<file path="config.mk">
export PLATFORM = sky130hd
export DESIGN_NAME = multi_counter_cmd_issuer
export DESIGN_NICKNAME = d
export VERILOG_FILES = /design/src/rtl/multi_counter_variants_pkg.sv /design/src/rtl/multi_counter_rsp_fifo.sv /design/src/rtl/multi_counter_cmd_issuer.sv
export SDC_FILE = /design/constraint.sdc
export NUM_CORES = 1
export LEC_CHECK = 0
export ABC_CLOCK_PERIOD_IN_PS = 4600
export CAP_MARGIN = 40
export CORE_AREA = 2 2 151 153
export DETAILED_ROUTE_END_ITERATION = 6
export DIE_AREA = 0 0 153 155
export PLACE_DENSITY = 0.65
export SYNTH_ARGS = -nofsm -noshare
export SYNTH_HDL_FRONTEND = slang
export SYNTH_SLANG_ARGS = --single-unit
</file>
<file path="constraint.sdc">
create_clock -name clk -period 4.6 [get_ports clk]
set_input_delay 0.92 -clock clk [delete_from_list [all_inputs] [get_ports clk]]
set_output_delay 0.92 -clock clk [all_outputs]
set_load 0.01 [all_outputs]
</file>
<file path="src/rtl/multi_counter_variants_pkg.sv">
// Shared definitions for the multi-counter command interface.
//
// Contents:
//   op_t          - 5-bit command opcode. Bit OP_WRITE_B marks the write-class
//                   ops (INIT/INCR/DECR), which modify a counter.
//   OP_*_B        - bit positions inside the opcode.
//   is_legal_op() - true for the opcodes the array understands.
//   id_w()        - counter-id width for a given number of counters (min 1).
`timescale 1ns/1ps
package multi_counter_variants_pkg;

    localparam int OP_QRY_B   = 0;
    localparam int OP_INIT_B  = 1;
    localparam int OP_INCR_B  = 2;
    localparam int OP_DECR_B  = 3;
    localparam int OP_WRITE_B = 4;

    typedef enum logic [4:0] {
        OP_NOP  = 5'b00000,
        OP_QRY  = 5'b00001,
        OP_INIT = 5'b10010,
        OP_INCR = 5'b10100,
        OP_DECR = 5'b11000
    } op_t;

    function automatic logic is_legal_op(op_t op);
        case (op)
            OP_NOP, OP_QRY, OP_INIT, OP_INCR, OP_DECR: return 1'b1;
            default:                                   return 1'b0;
        endcase
    endfunction

    function automatic int id_w(int n);
        return (n < 2) ? 1 : $clog2(n);
    endfunction

endpackage

</file>
<file path="src/rtl/multi_counter_rsp_fifo.sv">
// Small synchronous FIFO with show-ahead read (rd_data is the current head).
// Used by the issuer both as the outstanding-query id FIFO and as the
// response return buffer. There is no overflow/underflow protection: the
// caller's credit accounting keeps push/pop legal.
//
// Ports:
//   clk, rst_n      - clock, synchronous active-low reset (empties the FIFO)
//   push, wr_data   - write one entry
//   pop             - drop the head entry
//   rd_data         - head entry (undefined while empty)
//   full, empty     - occupancy flags
`timescale 1ns/1ps
module multi_counter_rsp_fifo #(
    parameter int WIDTH = 8,
    parameter int DEPTH = 4
) (
    input  logic             clk,
    input  logic             rst_n,
    input  logic             push,
    input  logic [WIDTH-1:0] wr_data,
    input  logic             pop,
    output logic [WIDTH-1:0] rd_data,
    output logic             full,
    output logic             empty
);

    localparam int AW = (DEPTH < 2) ? 1 : $clog2(DEPTH);
    localparam logic [AW:0] PTR_ONE = (AW+1)'(1);

    logic [WIDTH-1:0] mem [DEPTH];
    // One extra pointer bit distinguishes full from empty.
    logic [AW:0] wr_ptr_reg;
    logic [AW:0] rd_ptr_reg;

    always_ff @(posedge clk) begin
        if (!rst_n) begin
            wr_ptr_reg <= '0;
            rd_ptr_reg <= '0;
        end else begin
            if (push) begin
                wr_ptr_reg <= wr_ptr_reg + PTR_ONE;
            end
            if (pop) begin
                rd_ptr_reg <= rd_ptr_reg + PTR_ONE;
            end
        end
    end

    always_ff @(posedge clk) begin
        if (push) begin
            mem[wr_ptr_reg[AW-1:0]] <= wr_data;
        end
    end

    assign rd_data = mem[rd_ptr_reg[AW-1:0]];
    assign empty   = (wr_ptr_reg == rd_ptr_reg);
    assign full    = (wr_ptr_reg[AW] != rd_ptr_reg[AW]) &&
                     (wr_ptr_reg[AW-1:0] == rd_ptr_reg[AW-1:0]);

endmodule

</file>
<file path="src/rtl/multi_counter_cmd_issuer.sv">
// Initiator front end for the multi-counter array.
//
// Host requests (req_*) are accepted on req_vld & req_rdy and re-issued one
// cycle later as single-cycle commands on cmd_*. Queries consume a credit and
// push their id into an id FIFO; each rsp_pass from the array pops that FIFO
// and stores {id, data} in the return buffer, which is drained to the host on
// out_vld & out_rdy (returning the credit). Responses stay in issue order.
//
// Ports:
//   clk, rst_n                        - clock, synchronous active-low reset
//   req_vld/req_op/req_id/req_dat     - host request, req_rdy = accepted
//   cmd_pass/cmd_op/cmd_id/cmd_dat    - registered command to the array
//   rsp_pass/rsp_dat                  - query response (never stalled)
//   out_vld/out_id/out_dat/out_rdy    - host response with backpressure
//   err_illegal                       - sticky, set by an unknown opcode
//
// Build option MULTI_COUNTER_CMD_ISSUER_HAZARD_EN: stall a query whose id
// matches a write-class command issued in the last PIPE_LAT cycles.
`timescale 1ns/1ps
module multi_counter_cmd_issuer
    import multi_counter_variants_pkg::*;
#(
    parameter int CNTRS_N   = 16,
    parameter int CNTR_W    = 32,
    parameter int RSP_DEPTH = 4,
    parameter int PIPE_LAT  = 2,
    localparam int ID_W     = id_w(CNTRS_N)
) (
    input  logic              clk,
    input  logic              rst_n,
    input  logic              req_vld,
    input  logic [4:0]        req_op,
    input  logic [ID_W-1:0]   req_id,
    input  logic [CNTR_W-1:0] req_dat,
    output logic              req_rdy,
    output logic              cmd_pass,
    output logic [4:0]        cmd_op,
    output logic [ID_W-1:0]   cmd_id,
    output logic [CNTR_W-1:0] cmd_dat,
    input  logic              rsp_pass,
    input  logic [CNTR_W-1:0] rsp_dat,
    output logic              out_vld,
    output logic [ID_W-1:0]   out_id,
    output logic [CNTR_W-1:0] out_dat,
    input  logic              out_rdy,
    output logic              err_illegal
);

    localparam int CW = $clog2(RSP_DEPTH + 1);
    localparam logic [CW-1:0] CREDITS_MAX = CW'(RSP_DEPTH);
    localparam logic [CW-1:0] CREDIT_ONE  = CW'(1);

    logic              req_legal;
    logic              req_is_qry;
    logic              qry_hazard;
    logic              accept;
    logic              issue;
    logic              qry_push;
    logic              rsp_take;
    logic              ret_pop;
    logic [CW-1:0]     credits_reg;
    logic [CW-1:0]     credits_next;
    logic              id_full;
    logic              id_empty;
    logic [ID_W-1:0]   id_head;
    logic              ret_full;
    logic              ret_empty;
    logic [ID_W+CNTR_W-1:0] ret_head;

    assign req_legal  = is_legal_op(op_t'(req_op));
    assign req_is_qry = (req_op == OP_QRY);

    // Readiness depends only on the head request: non-queries always go,
    // a query needs a credit (and no pending write hazard when enabled).
    assign req_rdy  = rst_n & (~req_is_qry |
                      ((credits_reg != '0) & ~id_full & ~qry_hazard));
    assign accept   = req_vld & req_rdy;
    assign issue    = accept & req_legal & (req_op != OP_NOP);
    assign qry_push = accept & req_is_qry;

    // A response with nothing outstanding is a protocol error and is dropped;
    // this also discards stale responses arriving right after reset.
    assign rsp_take = rsp_pass & ~id_empty & ~ret_full;
    assign ret_pop  = ~ret_empty & out_rdy;

    always_comb begin
        credits_next = credits_reg;
        if (qry_push && !ret_pop) begin
            credits_next = credits_reg - CREDIT_ONE;
        end else if (ret_pop && !qry_push && credits_reg != CREDITS_MAX) begin
            credits_next = credits_reg + CREDIT_ONE;
        end
    end

    always_ff @(posedge clk) begin
        if (!rst_n) begin
            cmd_pass    <= 1'b0;
            cmd_op      <= OP_NOP;
            cmd_id      <= '0;
            cmd_dat     <= '0;
            err_illegal <= 1'b0;
            credits_reg <= CREDITS_MAX;
        end else begin
            cmd_pass    <= issue;
            credits_reg <= credits_next;
            if (issue) begin
                cmd_op  <= req_op;
                cmd_id  <= req_id;
                cmd_dat <= req_dat;
            end else begin
                cmd_op  <= OP_NOP;
            end
            if (accept && !req_legal) begin
                err_illegal <= 1'b1;
            end
        end
    end

    multi_counter_rsp_fifo #(
        .WIDTH (ID_W),
        .DEPTH (RSP_DEPTH)
    ) u_id_fifo (
        .clk     (clk),
        .rst_n   (rst_n),
        .push    (qry_push),
        .wr_data (req_id),
        .pop     (rsp_take),
        .rd_data (id_head),
        .full    (id_full),
        .empty   (id_empty)
    );

    multi_counter_rsp_fifo #(
        .WIDTH (ID_W + CNTR_W),
        .DEPTH (RSP_DEPTH)
    ) u_ret_fifo (
        .clk     (clk),
        .rst_n   (rst_n),
        .push    (rsp_take),
        .wr_data ({id_head, rsp_dat}),
        .pop     (ret_pop),
        .rd_data (ret_head),
        .full    (ret_full),
        .empty   (ret_empty)
    );

    // Force zeros while empty so the host never sees stale buffer contents.
    assign out_vld = ~ret_empty;
    assign out_id  = ret_empty ? '0 : ret_head[ID_W+CNTR_W-1:CNTR_W];
    assign out_dat = ret_empty ? '0 : ret_head[CNTR_W-1:0];

`ifdef MULTI_COUNTER_CMD_ISSUER_HAZARD_EN
    // Age pipeline of issued write-class commands; an entry retires once the
    // array has made the update visible.
    logic [PIPE_LAT-1:0] haz_vld_reg;
    logic [ID_W-1:0]     haz_id_reg [PIPE_LAT];
    logic [PIPE_LAT-1:0] haz_hit;
    logic                wr_issue;

    assign wr_issue = issue & req_op[OP_WRITE_B];

    always_ff @(posedge clk) begin
        if (!rst_n) begin
            haz_vld_reg <= '0;
        end else begin
            haz_vld_reg[0] <= wr_issue;
            for (int i = 1; i < PIPE_LAT; i++) begin
                haz_vld_reg[i] <= haz_vld_reg[i-1];
            end
        end
    end

    always_ff @(posedge clk) begin
        haz_id_reg[0] <= req_id;
        for (int i = 1; i < PIPE_LAT; i++) begin
            haz_id_reg[i] <= haz_id_reg[i-1];
        end
    end

    genvar gi;
    generate
        for (gi = 0; gi < PIPE_LAT; gi++) begin : g_haz
            assign haz_hit[gi] = haz_vld_reg[gi] && (haz_id_reg[gi] == req_id);
        end
    endgenerate

    assign qry_hazard = |haz_hit;
`else
    assign qry_hazard = 1'b0;
`endif

endmodule

</file>
==> results.sh, run 1 <==
export IMPL_cts_sinks=222
export IMPL_outcome="completed"
export IMPL_place_ws_ns=0.885
export IMPL_cts_root_buffer="clkbuf_16"
export IMPL_critPathRequiredTime_ns=3.68
export IMPL_overflow=0
export IMPL_regToRegEndpoint="u_ret_fifo.mem[2][11]"
export IMPL_ir_drop_mv=0.244
export IMPL_fp_dieH_um=155
export IMPL_arrival_ns=2.50
export IMPL_nets=772
export IMPL_place_area_um2=10600
export IMPL_vias=4885
export IMPL_num_io_pins=159
export IMPL_ant_nets=0
export IMPL_insertion_delay_ns=0.52
export IMPL_power_density_nw_per_um2=388
export IMPL_cp_end_kind="primary output"
export IMPL_cts_max_path_buffers=3
export IMPL_grt_pass1_vias=5255
export IMPL_gp_congestion=0.720
export IMPL_rows=55
export IMPL_layout_drive_gt1_share_pct=15.2
export IMPL_ctsHtreeMaxLevel=1
export IMPL_stdcell_area_um2=11500
export IMPL_hold_depth=2
export IMPL_synth_cell_type_count=44
export IMPL_via_per_inst=4.95
export IMPL_ys_async_sr_fraction_pct=0
export IMPL_reg2reg_depth=5
export IMPL_hold_viol_final=0
export IMPL_synth_fp_nets=602
export IMPL_start_util_pct=38.9
export IMPL_avgSynthCellArea_um2=16.9
export IMPL_syn_inst=513
export IMPL_dp_hpwl_um=11200
export IMPL_critical_path_max_stage_delay_ns=0.58
export IMPL_grt_use_total_pct=14.7
export IMPL_post_cts_resized=0
export IMPL_critPathLaunch="u_ret_fifo.wr_ptr_reg[0]"
export IMPL_hp_start="err_illegal"
export IMPL_rsz0062_at_grt="false"
export IMPL_period_minus_slack_ns=3.42
export IMPL_regArea_um2=6050
export IMPL_cp_top_family="buffers and inverters"
export IMPL_path_cells="xor2_1, nor3_2, buf_4, nor2b_1, clkdlybuf4s50_1"
export IMPL_ys_ff_latch=222
export IMPL_crit_buf_inv=2
export IMPL_reg2reg_from="u_ret_fifo.wr_ptr_reg[0]"
export IMPL_wl_um=17500
export IMPL_cts_tree="yes"
export IMPL_setup_ws_ns=1.18
export IMPL_final_max_slew_viol_count=0
export IMPL_min_path_type="reg2reg"
export IMPL_path_clk_slew_ns=0.06
export IMPL_synth_area_um2=8650
export IMPL_start_kind="register"
export IMPL_final_setup_tns_ns=0
export IMPL_fin_skew_ns=0.0160
export IMPL_crit_path_max_fanout=37
export IMPL_grt_pass1_wl_um=28000
export IMPL_hold_ws_ns=0.460
export IMPL_synthFlopType="edfxtp_1"
export IMPL_leakagePower_uw=0.00378
export IMPL_grt_max_degree=53
export IMPL_dieArea_um2=23700
export IMPL_avgRoutedWirePerCell_um=17.7
export IMPL_rrSetupSlack_ns=1.99
export IMPL_tightest_slew_ns=0.570
export IMPL_drv_cap=0
export IMPL_max_slew_margin_pct=62.0
export IMPL_fillers=1815
export IMPL_largest_reg_flops=144
export IMPL_drtIter0Drc=149
export IMPL_ys_warn_count=0
export IMPL_setup_viol=0
export IMPL_fmax_ghz=0.292
export IMPL_area_delta_synth_final_pct=32.9
export IMPL_portBuffers=158
export IMPL_fin_crit_sh_pct=74.4
export IMPL_dr_pass1_iters=4
export IMPL_multi_input_area_um2=2420
export IMPL_power_uw=4460
export IMPL_crit_type="reg2out"
export IMPL_coreArea_um2=22200
export IMPL_antenna_found_initial=0
export IMPL_hold_buffers=0
export IMPL_postCtsSetupBuffers=0
export IMPL_synth_edf_count=160
export IMPL_holdPathEnd="err_illegal"
export IMPL_die_x_um=153
export IMPL_diodes=0
export IMPL_synth_yosys_seq_area_share_pct=69.9
export IMPL_cpMaxStageDelayCell="clkdlybuf4s50_1"
export IMPL_drc_errors=0
export IMPL_cts_buffers_inserted=25
[through the flow]
stage | utilization [%] | std cells
2_1_floorplan | - | 513
3_3_place_gp | 47.3 | 937
3_5_place_dp | 47.7 | 941
4_1_cts | 51.7 | 987
5_1_grt | 51.7 | 987
6_report | 51.7 | 987
[Yosys cell counts (all sizes together), types with 2 or more instances]
cell type / n / area, µm²
clkbuf: 12 / 45.0
buf: 13 / 101
a21bo: 2 / 20.0
nor2b: 36 / 225
o21ai: 4 / 20.0
edfxtp: 160 / 4800
mux4: 40 / 901
nor2: 52 / 195
and4: 2 / 17.5
mux2i: 40 / 400
a21oi: 6 / 30.0
inv: 13 / 48.8
and2: 8 / 52.6
xor2: 6 / 60.1
and3: 4 / 25.0
a211oi: 2 / 15.0
ha: 11 / 138
o31ai: 3 / 22.5
o211ai: 2 / 15.0
nor4: 2 / 27.5
nand2: 7 / 26.3
dfxtp: 62 / 1240
nand3: 3 / 15.0
xnor2: 10 / 95.1
[worst max path at each step]
stage	end	cells past startpoint
after detailed placement	credits_reg[1]	10
after global placement	credits_reg[1]	10
after global routing	out_id[0]	5
final	out_id[0]	5
after floorplan	credits_reg[1]	11
after CTS	out_id[3]	5
[cells by family after synthesis]
| kind of cell | after synthesis | share of synthesized area (%) |
|---|---|---|
| DFF | 222 | 69.9 |
| and+or+nand+nor | 120 | 7.28 |
| xor gates and xnor gates | 16 | 1.79 |
| buffers and inverters | 39 | 2.30 |
| adders and majority gates | 11 | 1.59 |
| muxes | 80 | 15.0 |
| AOI/OAI and AO/OA | 25 | 2.11 |
[worst min-delay path, cell delays in order (launching register included)]
cell	delay, ns
dfxtp_1	0.31
inv_1	0.05
a21oi_1	0.05
[power by group]
group          internal, µW  switching (µW)  total, µW
Clock                  1350             783       2130
Sequential             2150            5.32       2150
Combinational           104            71.6        176
[area by class of cell]
type,instances,share of cell area (%)
Sequential cell,222,52.6
Multi-Input combinational cell,252,21.0
Inverter,14,0.457
Timing Repair Buffer,168,15.0
Clock inverter,15,1.84
Clock buffer,31,6.00
Tap cell,285,3.10
[placed cells by master, fill, tap and decap left out, types with 11 or more instances in the layout]
cell type	netlist	layout
edfxtp_1	160	160
clkdlybuf4s50_1	0	158
dfxtp_1	62	60
nor2_1	52	52
mux4_2	40	40
mux2i_1	40	40
nor2b_1	36	36
clkbuf_16	0	26
inv_1	13	13
ha_1	11	11
[layer usage]
metal | routed length, µm | GRT usage, % | vias up | part of all wire [%]
met5 | 0 | 0 | - | 0
met4 | 281 | 3.48 | 0 | 1.6
met3 | 1350 | 4.12 | 27 | 7.8
met2 | 8790 | 26.1 | 172 | 50
met1 | 7030 | 17.8 | 2419 | 40
li1 | - | - | 2267 | -
No activity file was read; power rests on OpenSTA's default activity.
==> run 2: changes to the inputs <==
ABC_CLOCK_PERIOD_IN_PS = 2800   (was 4600)
PLACE_DENSITY = 0.67   (was 0.65)
clock period = 2.8 ns   (was 4.6 ns; I/O delays follow)
==> run 2 against run 1 <==
- clock power grew 33%
- sequential cell count is the same
- non-clock buffer count grew 17
- die area is the same
- via count grew 1.4%
- largest power group unchanged
- largest cell class unchanged
- global-route usage shrank 0.18 points
==> results.sh, run 2 (synthesis results as in run 1) <==
export IMPL_start_kind="register"
export IMPL_hold_viol_final=0
export IMPL_regToRegEndpoint="credits_reg[1]"
export IMPL_die_x_um=153
export IMPL_rrSetupSlack_ns=0.25
export IMPL_fin_crit_sh_pct=97.1
export IMPL_final_max_slew_viol_count=0
export IMPL_coreArea_um2=22200
export IMPL_overflow=0
export IMPL_grt_use_total_pct=14.5
export IMPL_ir_drop_mv=0.372
export IMPL_layout_drive_gt1_share_pct=17.2
export IMPL_drtIter0Drc=217
export IMPL_period_minus_slack_ns=2.72
export IMPL_reg2reg_depth=9
export IMPL_cts_root_buffer="clkbuf_16"
export IMPL_diodes=0
export IMPL_crit_type="reg2out"
export IMPL_ant_nets=0
export IMPL_dp_hpwl_um=11000
export IMPL_path_cells="buf_12, mux4_2, nor2b_1, clkdlybuf4s50_1"
export IMPL_num_io_pins=159
export IMPL_start_util_pct=38.9
export IMPL_outcome="completed"
export IMPL_power_density_nw_per_um2=580
export IMPL_holdPathEnd="err_illegal"
export IMPL_intPower_uw=5350
export IMPL_tightest_slew_ns=0.555
export IMPL_ctsHtreeMaxLevel=1
export IMPL_min_path_type="reg2reg"
export IMPL_sw_frac_of_total_pct=19.8
export IMPL_fp_dieH_um=155
export IMPL_hold_buffers=0
export IMPL_hold_depth=2
export IMPL_p_seq_share_pct=53.0
export IMPL_cts_max_path_buffers=3
export IMPL_via_per_inst=4.96
export IMPL_cpMaxStageDelayCell="mux4_2"
export IMPL_cp_end_kind="primary output"
export IMPL_nets=788
export IMPL_path_clk_slew_ns=0.06
export IMPL_crit_path_max_fanout=9
export IMPL_area_delta_synth_final_pct=33.1
export IMPL_max_slew_margin_pct=63.0
export IMPL_drv_cap=0
export IMPL_final_cell_mix="160 x edfxtp_1, 124 x clkdlybuf4s50_1, 56 x dfxtp_1"
export IMPL_gp_congestion=0.774
export IMPL_largest_reg_flops=144
export IMPL_hp_start="err_illegal"
export IMPL_power_uw=6670
export IMPL_vias=4951
export IMPL_stdcell_area_um2=11500
export IMPL_grt_max_degree=53
export IMPL_dieArea_um2=23700
export IMPL_p_clk_share_pct=42.5
export IMPL_rows=55
export IMPL_drc_errors=0
export IMPL_critical_path_max_stage_delay_ns=0.49
export IMPL_critPathRequiredTime_ns=2.24
export IMPL_avgRoutedWirePerCell_um=17.6
export IMPL_reg2reg_from="u_ret_fifo.rd_ptr_reg[1]"
export IMPL_grt_pass1_wl_um=27700
export IMPL_portBuffers=158
export IMPL_arrival_ns=2.16
export IMPL_cts_tree="yes"
export IMPL_grt_pass1_vias=5263
export IMPL_cts_sinks=222
export IMPL_wl_um=17600
export IMPL_p_sw_uw=1320
export IMPL_dr_pass1_iters=4
export IMPL_pwr_share_comb_pct=4.4
export IMPL_hold_ws_ns=0.449
export IMPL_fmax_ghz=0.368
export IMPL_antenna_found_initial=0
export IMPL_setup_viol=0
export IMPL_cts_buffers_inserted=24
export IMPL_place_area_um2=10700
export IMPL_insertion_delay_ns=0.51
export IMPL_mostFrequentLayoutCell="edfxtp_1"
export IMPL_fin_skew_ns=0.0195
export IMPL_leakagePower_uw=0.00399
## run 2: worst max-delay path by stage
stage	start	end	slack, ns	cells past startpoint
after floorplan	req_op[4]	credits_reg[1]	0.21	11
after global placement	req_op[1]	credits_reg[1]	-0.14	10
after detailed placement	req_op[1]	credits_reg[1]	-0.27	10
after CTS	u_ret_fifo.rd_ptr_reg[0]	out_id[0]	-0.04	5
after global routing	u_ret_fifo.rd_ptr_reg[0]	out_dat[25]	-0.001	5
final	register	out_dat[1]	0.08	4
## run 2: per-stage QoR
step / setup slack, ns / setup TNS [ns] / utilization (%) / cells
after floorplan: 0.208 / 0 / - / 513
after global placement: -0.142 / -0.142 / 48.1 / 950
after detailed placement: -0.275 / -0.439 / 48.1 / 950
after CTS: -0.0412 / -0.0707 / 51.5 / 993
after global routing: -0.00131 / -0.00131 / 51.8 / 999
final: 0.0799 / 0 / 51.8 / 999
## run 2: repair_timing
| item | CTS | global route |
|---|---|---|
| pin swaps | 0 | 2 |
| endpoints found under the hold margin | 0 | 0 |
| buffers inserted | 1 | 6 |
| gates cloned | 1 | 0 |
| gates resized for setup | 43 | 6 |
| setup endpoints to repair | 36 | 4 |
## run 2: cell type report
cell class | count | area, µm²
multi-input cells | 252 | 2450
flip-flops and latches | 222 | 6060
clock buffers | 31 | 658
clock inverters | 10 | 53.8
well taps | 285 | 357
inverters | 14 | 52.6
repair buffers | 185 | 1880
fillers | 1835 | 10700
## run 2: critical path, delay by kind of cell (launching register included)
family / cells / cell delay [ns]
flip-flops: 1 / 0.39
AND/OR/NAND/NOR: 1 / 0.14
multiplexers: 1 / 0.49
buffers and inverters: 2 / 0.63
## run 2: layer usage
layer	global-route usage, %	wire [µm]	vias up
met4	3.00	227	0
met3	4.48	1430	23
met5	0	0	-
met1	18.0	7240	2453
li1	-	-	2291
met2	25.3	8690	184
## run 2: power groups by stage
| stage | clock network (µW) | logic, µW | registers [µW] |
|---|---|---|---|
| final | 2840 | 295 | 3540 |
| after global routing | 3070 | 319 | 3540 |
| after CTS | 2920 | 297 | 3540 |
| after detailed placement | 0 | 298 | 3610 |
| after global placement | 0 | 287 | 3610 |
| after floorplan | 0 | 87.1 | 3610 |
==> run 3: changes to the inputs <==
CTS_CLUSTER_SIZE = 40   (was default)
==> results of run 3 <==
Same layout as run 2: the final DEF is identical, and so are final timing and power.
